[src/rtl/traffic_pkg.sv]
// traffic_pkg: shared definitions for the N-approach intersection controller.
//   - lamp codes driven on each road's 2-bit light field
//   - phase enumeration for the controller FSM
//   - rr_next(): wrap-around "first requester after cur" search
package traffic_pkg;

  localparam logic [1:0] RED    = 2'd0;
  localparam logic [1:0] GREEN  = 2'd1;
  localparam logic [1:0] YELLOW = 2'd2;

  localparam int MAX_ROADS = 16;

  typedef enum logic [1:0] {
    PH_GREEN  = 2'd0,
    PH_YELLOW = 2'd1,
    PH_ALLRED = 2'd2
  } phase_e;

  // Returns the first set bit of req strictly after cur, wrapping modulo n.
  // When nothing is set the result is cur; callers qualify with |req.
  function automatic logic [3:0] rr_next(input logic [15:0] req,
                                         input logic [3:0]  cur,
                                         input int          n);
    logic [3:0] pick;
    logic       found;
    int         idx;
    pick  = cur;
    found = 1'b0;
    for (int k = 1; k <= MAX_ROADS; k++) begin
      // cur < n and k <= n, so one conditional subtract replaces a modulo.
      idx = int'(cur) + k;
      if (idx >= n) idx = idx - n;
      if (k <= n && !found && req[idx[3:0]]) begin
        pick  = idx[3:0];
        found = 1'b1;
      end
    end
    return pick;
  endfunction

endpackage

[src/rtl/traffic_rr_pick.sv]
// rr_pick: purely combinational round-robin search over N_ROADS requesters.
// Ports:
//   req_i   [N_ROADS-1:0]  request vector
//   cur_i   [W-1:0]        current owner; search starts at cur_i+1
//   pick_o  [W-1:0]        first requester after cur_i (wrapping)
//   valid_o                any request present
module rr_pick
  import traffic_pkg::*;
#(
  parameter int  N_ROADS = 4,
  localparam int W       = $clog2(N_ROADS)
) (
  input  logic [N_ROADS-1:0] req_i,
  input  logic [W-1:0]       cur_i,
  output logic [W-1:0]       pick_o,
  output logic               valid_o
);

  logic [15:0] req_ext;
  logic [3:0]  cur_ext;
  logic [3:0]  pick_ext;

  assign req_ext  = 16'(req_i);
  assign cur_ext  = 4'(cur_i);
  assign pick_ext = rr_next(req_ext, cur_ext, N_ROADS);
  assign pick_o   = W'(pick_ext);
  assign valid_o  = |req_i;

endmodule

[src/rtl/traffic_rr_ctrl.sv]
// traffic_rr_ctrl: N-approach intersection light controller with round-robin
// service, gap-out/max-out green termination, all-red clearance and
// emergency preemption. Phase timer is internal.
// Ports:
//   clk, rst      clock, synchronous active-high reset
//   car_req       per-road car present (synchronised level)
//   emg_req       emergency preemption request (level)
//   emg_road      road requested by the emergency
//   lights        per-road lamp code, road i at [2i+1:2i]
//   cur_road      road owning green/yellow
//   green_start   one-cycle pulse on the first cycle of each green
//   phase         current phase code (phase_e)
module traffic_rr_ctrl
  import traffic_pkg::*;
#(
  parameter int  N_ROADS    = 4,
  parameter int  MIN_GREEN  = 4,
  parameter int  MAX_GREEN  = 10,
  parameter int  YELLOW_CYC = 2,
  parameter int  ALLRED_CYC = 1,
  parameter int  HOME_ROAD  = 0,
  localparam int RW         = $clog2(N_ROADS)
) (
  input  logic                   clk,
  input  logic                   rst,
  input  logic [N_ROADS-1:0]     car_req,
  input  logic                   emg_req,
  input  logic [RW-1:0]          emg_road,
  output logic [2*N_ROADS-1:0]   lights,
  output logic [RW-1:0]          cur_road,
  output logic                   green_start,
  output logic [1:0]             phase
);

  localparam int T_MAX0 = (MAX_GREEN > YELLOW_CYC) ? MAX_GREEN : YELLOW_CYC;
  localparam int T_MAX  = (T_MAX0 > ALLRED_CYC) ? T_MAX0 : ALLRED_CYC;
  localparam int TW     = $clog2(T_MAX + 1);

  localparam logic [TW-1:0] MIN_TH = TW'(MIN_GREEN - 1);
  localparam logic [TW-1:0] MAX_TH = TW'(MAX_GREEN - 1);
  localparam logic [TW-1:0] YEL_TH = TW'(YELLOW_CYC - 1);
  localparam logic [TW-1:0] AR_TH  = TW'(ALLRED_CYC - 1);
  localparam logic [TW-1:0] T_SAT  = '1;

  if (MIN_GREEN > MAX_GREEN) begin : g_err_min_max
    $error("traffic_rr_ctrl: MIN_GREEN must not exceed MAX_GREEN");
  end
  if (MIN_GREEN < 1 || YELLOW_CYC < 1 || ALLRED_CYC < 1) begin : g_err_len
    $error("traffic_rr_ctrl: phase lengths must be at least 1");
  end
  if (HOME_ROAD < 0 || HOME_ROAD >= N_ROADS) begin : g_err_home
    $error("traffic_rr_ctrl: HOME_ROAD out of range");
  end
  if (N_ROADS < 2 || N_ROADS > MAX_ROADS) begin : g_err_roads
    $error("traffic_rr_ctrl: N_ROADS must be 2..16");
  end

  phase_e        phase_q, phase_d;
  logic [RW-1:0] cur_road_q, cur_road_d;
  logic [RW-1:0] next_road_q, next_road_d;
  logic [TW-1:0] timer_q, timer_d;
  logic          green_start_q, green_start_d;

  logic [N_ROADS-1:0] other;
  logic [RW-1:0]      pick_road;
  logic               pick_valid;
  logic               emg_away, emg_here, gap_out, max_out, leave_green;

  assign other = car_req & ~(N_ROADS'(1) << cur_road_q);

  rr_pick #(.N_ROADS(N_ROADS)) u_pick (
    .req_i   (other),
    .cur_i   (cur_road_q),
    .pick_o  (pick_road),
    .valid_o (pick_valid)
  );

  assign emg_away    = emg_req && (emg_road != cur_road_q);
  assign emg_here    = emg_req && (emg_road == cur_road_q);
  assign gap_out     = pick_valid && (timer_q >= MIN_TH) && !car_req[cur_road_q];
  assign max_out     = pick_valid && (timer_q >= MAX_TH);
  // An emergency on the green road pins it; one elsewhere cuts green at once.
  assign leave_green = emg_away || (!emg_here && (gap_out || max_out));

  // NOTE: every variable gets its default before the case so no path leaves
  // it unassigned, which would otherwise infer a latch.
  always_comb begin
    phase_d       = phase_q;
    cur_road_d    = cur_road_q;
    next_road_d   = next_road_q;
    timer_d       = (timer_q == T_SAT) ? timer_q : timer_q + TW'(1);
    green_start_d = 1'b0;
    unique case (phase_q)
      PH_GREEN: begin
        if (leave_green) begin
          phase_d     = PH_YELLOW;
          timer_d     = '0;
          next_road_d = emg_req ? emg_road : pick_road;
        end
      end
      PH_YELLOW: begin
        if (emg_req) next_road_d = emg_road;
        if (timer_q == YEL_TH) begin
          phase_d = PH_ALLRED;
          timer_d = '0;
        end
      end
      PH_ALLRED: begin
        if (emg_req) next_road_d = emg_road;
        if (timer_q == AR_TH) begin
          phase_d       = PH_GREEN;
          cur_road_d    = next_road_d;
          timer_d       = '0;
          green_start_d = 1'b1;
        end
      end
      default: begin
        phase_d = PH_GREEN;
        timer_d = '0;
      end
    endcase
  end

  // NOTE: state registers use non-blocking assignments so every flop samples
  // the pre-edge values, independent of statement order.
  always_ff @(posedge clk) begin
    if (rst) begin
      phase_q       <= PH_GREEN;
      cur_road_q    <= RW'(HOME_ROAD);
      next_road_q   <= RW'(HOME_ROAD);
      timer_q       <= '0;
      green_start_q <= 1'b0;
    end else begin
      phase_q       <= phase_d;
      cur_road_q    <= cur_road_d;
      next_road_q   <= next_road_d;
      timer_q       <= timer_d;
      green_start_q <= green_start_d;
    end
  end

  // Lamps decode only registered state, so car_req never reaches them
  // combinationally.
  always_comb begin
    lights = '0;
    for (int i = 0; i < N_ROADS; i++) begin
      if (RW'(i) == cur_road_q) begin
        if (phase_q == PH_GREEN)       lights[2*i +: 2] = GREEN;
        else if (phase_q == PH_YELLOW) lights[2*i +: 2] = YELLOW;
      end
    end
  end

  assign cur_road    = cur_road_q;
  assign green_start = green_start_q;
  assign phase       = phase_q;

endmodule
[config.mk]
export PLATFORM = sky130hd
export DESIGN_NAME = traffic_rr_ctrl
export DESIGN_NICKNAME = d
export VERILOG_FILES = /design/src/rtl/traffic_pkg.sv /design/src/rtl/traffic_rr_pick.sv /design/src/rtl/traffic_rr_ctrl.sv
export SDC_FILE = /design/constraint.sdc
export NUM_CORES = 1
export LEC_CHECK = 0
export BUFFER_PORTS_ARGS = -buffer_cell sky130_fd_sc_hd__buf_2
export CAP_MARGIN = 20
export CORE_MARGIN = 3
export CORE_UTILIZATION = 38
export DETAILED_ROUTE_END_ITERATION = 10
export GPL_TIMING_DRIVEN = 0
export PLACE_DENSITY = 0.57
export SETUP_SLACK_MARGIN = 0.05
export SKIP_LAST_GASP = 1
export SYNTH_ARGS = -nofsm -noshare
export SYNTH_HDL_FRONTEND = slang
export SYNTH_SLANG_ARGS = --single-unit
[constraint.sdc]
create_clock -name clk -period 2.9 [get_ports clk]
set_clock_uncertainty 0.2 [all_clocks]
set_input_delay 0.435 -clock clk [delete_from_list [all_inputs] [get_ports clk]]
set_output_delay 0.435 -clock clk [all_outputs]
set_load 0.02 [all_outputs]
Word-level counts from Yosys, hierarchy flattened --
Cells that the tools add are included.
Storage, ports and cells: memories kept 0, output and inout port bits 13, bits of input ports 9, RAM bits 0, latch bits 0, bits in read-only memories 0, bits in registers 11, word-level logic and storage cells 108
Cells by class: $mul 0, divide/modulo/power cells 0, bitwise operators 3, magnitude comparators 11, add/subtract/negate cells 9, mux-type cells 41, shift operators 1, reduce and logical (&&, ||, !) cells 26, equality and inequality tests 12
Operators by type and width (count):
- greater-or-equal comparator 32 x 4 -> 1 bit (second input constant) | 4
- 2-to-1 mux 2 bit | 16
- 2-to-1 mux 4 bit | 8
- < comparator 4 x 5 -> 1 bit (second input constant) | 4
- binary-select mux 1 bit (select 4 bit) | 4
- subtractor 4 bit (second input constant) | 4
- one-hot mux 4 bit (3 select lines) | 1
- logical AND 1 bit | 9
- 2-to-1 mux 1 bit | 9
- adder 2 x 2 -> 3 bit (second input constant) | 2
- != test 2 bit (second input constant) | 3
- one-hot mux 2 bit (3 select lines) | 1
- logical NOT 1 bit | 5
- adder 2 x 3 -> 4 bit (second input constant) | 1
- adder 4 x 1 -> 4 bit (second input constant) | 1
- bitwise AND 4 bit | 1
- equality test 2 bit (first input constant) | 2
- equality test 4 x 1 -> 1 bit (second input constant) | 1
- equality test 4 bit (second input constant) | 1
- greater-or-equal comparator 4 x 2 -> 1 bit (second input constant) | 1
- greater-or-equal comparator 4 bit (second input constant) | 1
- logical NOT 2 bit | 2
- logical NOT 4 bit | 1
- inverter 4 bit | 1
- 17 further kinds | 20

Longest topological paths before layout --
depth after elaboration 18, gate-level depth with buffers 10, mapped depth without buffers 7

Hierarchy --
Synthesis repeated with hierarchy kept, for this count alone.
Unflattened totals: cells, all modules 125, area total of the unflattened synthesis 1098.6 µm²
Modules (own cells, without submodules):
- traffic_rr_ctrl | sequential area each 220.2 µm², instances 1, area each 835.8 µm², cells each 94
- rr_pick | sequential area each 0.0 µm², instances 1, area each 262.8 µm², cells each 31

Least setup slack after synthesis --
No wires, ideal clock.
kind register -> register, start register cur_road_q[0], in the netlist cur_road[0], end register next_road_q[1], path slack 0.131 ns, stages on the path, launching flop included 11, data arrival time 2.484 ns, setup time 0.086 ns, cells stage by stage dfxtp_1 -> buf_6 -> buf_2 -> inv_1 -> ha_1 -> clkbuf_1 -> nor4bb_1 -> a211oi_1 -> o2111a_1 -> a32o_1 -> a211oi_1
On the way: cells in the longest elaborated chain, start to end 18
Ends and longest elaborated chain:
- start: declaration | line traffic_rr_ctrl.sv:59 | logic [RW-1:0] cur_road_q, cur_road_d;
- start signal: assignment | line traffic_rr_ctrl.sv:129 | cur_road_q <= RW'(HOME_ROAD);
- start signal: assignment | line traffic_rr_ctrl.sv:135 | cur_road_q <= cur_road_d;
- adder 2 x 1 -> 3 bit or << shifter 1 x 2 -> 4 bit (tied branches) | line traffic_pkg.sv:31, traffic_rr_ctrl.sv:69
- greater-or-equal comparator 32 x 4 -> 1 bit, or another cell as far along | line traffic_pkg.sv:32 | if (idx >= n) idx = idx - n;
- 2-to-1 mux 4 bit or bitwise AND 4 bit (tied branches) | line traffic_pkg.sv:32, traffic_rr_ctrl.sv:69
- binary-select mux 1 bit (select 4 bit) | line traffic_pkg.sv:33 | if (k <= n && !found && req[idx[3:0]]) begin
- 2-to-1 mux 1 bit (not written as such) | line traffic_pkg.sv:33
- 2-to-1 mux 1 bit | line traffic_pkg.sv:33
- logical NOT 1 bit | line traffic_pkg.sv:33
- logical AND 1 bit | line traffic_pkg.sv:33
- [... 2 more ...]
- logical AND 1 bit | line traffic_pkg.sv:33
- 2-to-1 mux 1 bit | line traffic_pkg.sv:33
- logical NOT 1 bit | line traffic_pkg.sv:33
- logical AND 1 bit | line traffic_pkg.sv:33
- 2-to-1 mux 2 bit | line traffic_pkg.sv:33
- 2-to-1 mux 2 bit | line traffic_rr_ctrl.sv:98 | next_road_d = emg_req ? emg_road : pick_road;
- 2-to-1 mux 2 bit | line traffic_rr_ctrl.sv:95 | if (leave_green) begin
- one-hot mux 2 bit (2 select lines) | line traffic_rr_ctrl.sv:93 | unique case (phase_q)
- end signal: assignment | line traffic_rr_ctrl.sv:130 | next_road_q <= RW'(HOME_ROAD);
- end signal: assignment | line traffic_rr_ctrl.sv:136 | next_road_q <= next_road_d;
- end: declaration | line traffic_rr_ctrl.sv:60 | logic [RW-1:0] next_road_q, next_road_d;
Parallel ways exist; a longest one is shown, timed or not. The select of a mux whose other input is x is not followed. A chain may end at the register's enable or synchronous reset.

Final worst setup path --
start register cur_road_q[0], in the netlist cur_road[0], end register next_road_q[0]
Same word-level chain as after synthesis.

==> results.json <==
{
  "status": "finished clean",
  "clk_pin_slew_ns": 0.07,
  "row_count": 20,
  "netlist_instances": 153,
  "rsz0062_at_grt": "no",
  "holdCritPathClass": "input port to flip-flop",
  "gp_congestion": 0.8875,
  "max_freq_mhz": 367.7,
  "clockBufferDepth": 2,
  "floorplan.initialDensity_pct": 40.56,
  "wirelength_um": 3115,
  "coreArea_um2": 3128,
  "dieArea_um2": 4068,
  "final_common_cell": "buf_2",
  "placed_cells": 217,
  "syn_area_um2": 1269,
  "nFillCells": 313,
  "drv_cap": 0,
  "grt_pass1_vias": 1131,
  "power.total_uw": 711.6,
  "ant_nets": 0,
  "hold-worst-slack_ns": 0.2406,
  "hold_viol": 0,
  "drt-initial-drc-count": 46,
  "finalCritPeriodShare_pct": 93.77,
  "cts_setup_buffers": 0,
  "io_pins": 22,
  "place_ws_ns": -0.1737,
  "leakagePower_nw": 0.6432,
  "hold_depth": 2,
  "drc_errors": 0,
  "syn_nets": 177,
  "grt_antenna_before_repair": 0,
  "yosysSeqAreaShare_pct": 17.36,
  "ir_drop_mv": 0.1896,
  "min_period_ns": 2.719,
  "first_pass_iters": 4,
  "worst_pin_slew_ns": 0.5259,
  "cts_made_buffers": 3,
  "end_kind": "flip-flop",
  "avgViaCountPerCell": 5.427,
  "ys_warn_count": 0,
  "num_vias": 1194,
  "async_flop_share_pct": 0,
  "grt_overflow_total": 0,
  "cts_sinks": 11,
  "crit_path_start_kind": "flip-flop",
  "cp_max_fo": 10,
  "cts-root-buf": "clkbuf_4",
  "port_buffers": 20,
  "setup_violations": 0,
  "diodes": 0,
  "fin_ws_ns": 0.1807,
  "avgSynthCellArea_um2": 8.292,
  "critPathArrivalTime_ns": 2.69,
  "synth_cell_types": 47,
  "tritoncts": "built",
  "clk_latency_ns": 0.27,
  "synth-edff-count": 0,
  "die_w_um": 63.78,
  "r2r_cells": 9,
  "cp.required_ns": 2.87,
  "grt_pass1_wl_um": 5368,
  "path_class": "flip-flop to flip-flop",
  "ys.flop_type": "dfxtp_1",
  "fin_nets": 201,
  "max-slew-margin-rel_pct": 64.65,
  "final_cells": 220,
  "grt_usage_pct": 16.09,
  "grt_max_degree": 11,
  "area.growth.synth_to_final_pct": 17.06,
  "fin_util_pct": 47.48,
  "hpwlAfterDp_um": 2488,
  "ys_ff_latch": 11,
  "drive_gt1_share_pct": 26.14,
  "h-tree-depth": 1,
  "layout_common_cells": "buf_2 (20), nor2_1 (14), ha_1 (14), inv_1 (11)",
  "finalMaxSlewViolations": 0,
  "powerDensity_nw_per_um2": 479.1,
  "die_y_um": 63.78,
  "wl_per_cell_um": 14.16
}
flip-flops by register name, indices dropped and copies added (netlist names):
| name | flops |
|---|---|
| phase | 2 |
| green_start | 1 |
| cur_road | 2 |
| next_road_q | 2 |
| timer_q | 4 |
logic make-up (layout without fill, tap and decap cells):
group | after synthesis | count (layout) | share of synthesized area (%)
AOI/OAI and AO/OA | 33 | 33 | 23.18
and+or+nand+nor | 68 | 68 | 30.67
muxes | 5 | 5 | 5.917
DFF | 11 | 11 | 17.36
adders and majority gates | 15 | 15 | 14.79
buffers and inverters | 18 | 41 | 6.016
xor gates and xnor gates | 3 | 3 | 2.071
synth_stat cells, drive strengths merged (2+ instances only):
| master | instances | area (um2) |
|---|---|---|
| nor2 | 14 | 52.55 |
| clkbuf | 5 | 18.77 |
| nor3 | 5 | 25.02 |
| a211oi | 4 | 30.03 |
| inv | 11 | 41.29 |
| and2 | 9 | 56.30 |
| ha | 15 | 187.7 |
| and3b | 2 | 17.52 |
| xor2 | 2 | 17.52 |
| nor2b | 7 | 43.79 |
| dfxtp | 11 | 220.2 |
| o21ai | 5 | 28.78 |
| nor3b | 2 | 15.01 |
| or3b | 3 | 26.28 |
| and3 | 2 | 12.51 |
| nor4bb | 3 | 30.03 |
| buf | 2 | 16.26 |
| mux2i | 3 | 30.03 |
| a31oi | 3 | 18.77 |
| a21oi | 2 | 10.01 |
| nand3b | 2 | 15.01 |
| nor4 | 2 | 12.51 |
| mux4 | 2 | 45.04 |
| o211ai | 5 | 37.54 |
| nand3 | 3 | 15.01 |
| nand2 | 10 | 37.54 |
routing by layer:
| metal | part of all wire, % | global-route usage (%) | up-vias |
|---|---|---|---|
| met4 | 0.80 | 2.156 | 0 |
| li1 | - | - | 606 |
| met2 | 44 | 24.39 | 36 |
| met3 | 6.2 | 4.218 | 4 |
| met5 | 0 | 0 | - |
| met1 | 49 | 23.25 | 548 |
path summary, 6_finish.rpt:
kind | startpoint | endpoint | slack (ns)
setup / recovery | cur_road[0] | next_road_q[0] | 0.18
hold / removal | rst | cur_road[0] | 0.24
hold reg to reg | timer_q[1] | timer_q[1] | 0.37
setup reg to reg | cur_road[0] | next_road_q[0] | 0.18
area by class of cell:
cell class | instances | area, um2 | share of cell area, %
multi-input combinational | 124 | 1006 | 67.73
sequential | 11 | 221.5 | 14.91
timing repair buffer | 20 | 100.1 | 6.740
tap | 44 | 55.05 | 3.707
inverter | 11 | 41.29 | 2.780
buffer | 6 | 35.03 | 2.359
clock buffer | 4 | 26.28 | 1.769
power breakdown:
| part | switching (mW) | leakage, nW | internal [mW] | total (mW) |
|---|---|---|---|---|
| registers | 0.0267 | 0.0902 | 0.174 | 0.201 |
| clock network | 0.0503 | 0.0150 | 0.0533 | 0.104 |
| logic | 0.237 | 0.538 | 0.170 | 0.407 |
| total | 0.314 | 0.643 | 0.398 | 0.712 |
stage by stage:
stage	TNS (ns)	cell area, um2
2_1_floorplan	0	1269
3_3_place_gp	-0.2379	1424
3_5_place_dp	-0.3086	1424
4_1_cts	0	1458
5_1_grt	0	1485
6_report	0	1485
worst max-delay path: stages (launching register included):
cell and delay, ns:
dfxtp_2 0.40, buf_6 0.15, clkbuf_4 0.20, inv_1 0.11, ha_1 0.28, nor2b_1 0.20, mux4_2 0.28, nand4_1 0.13
a2111o_1 0.43, a311oi_2 0.25
repair_timing:
action,in CTS,in global routing
gates resized for setup,4,5
hold buffers,0,0
endpoints found under the setup margin,3,2
(Power assumes the default switching activity.)
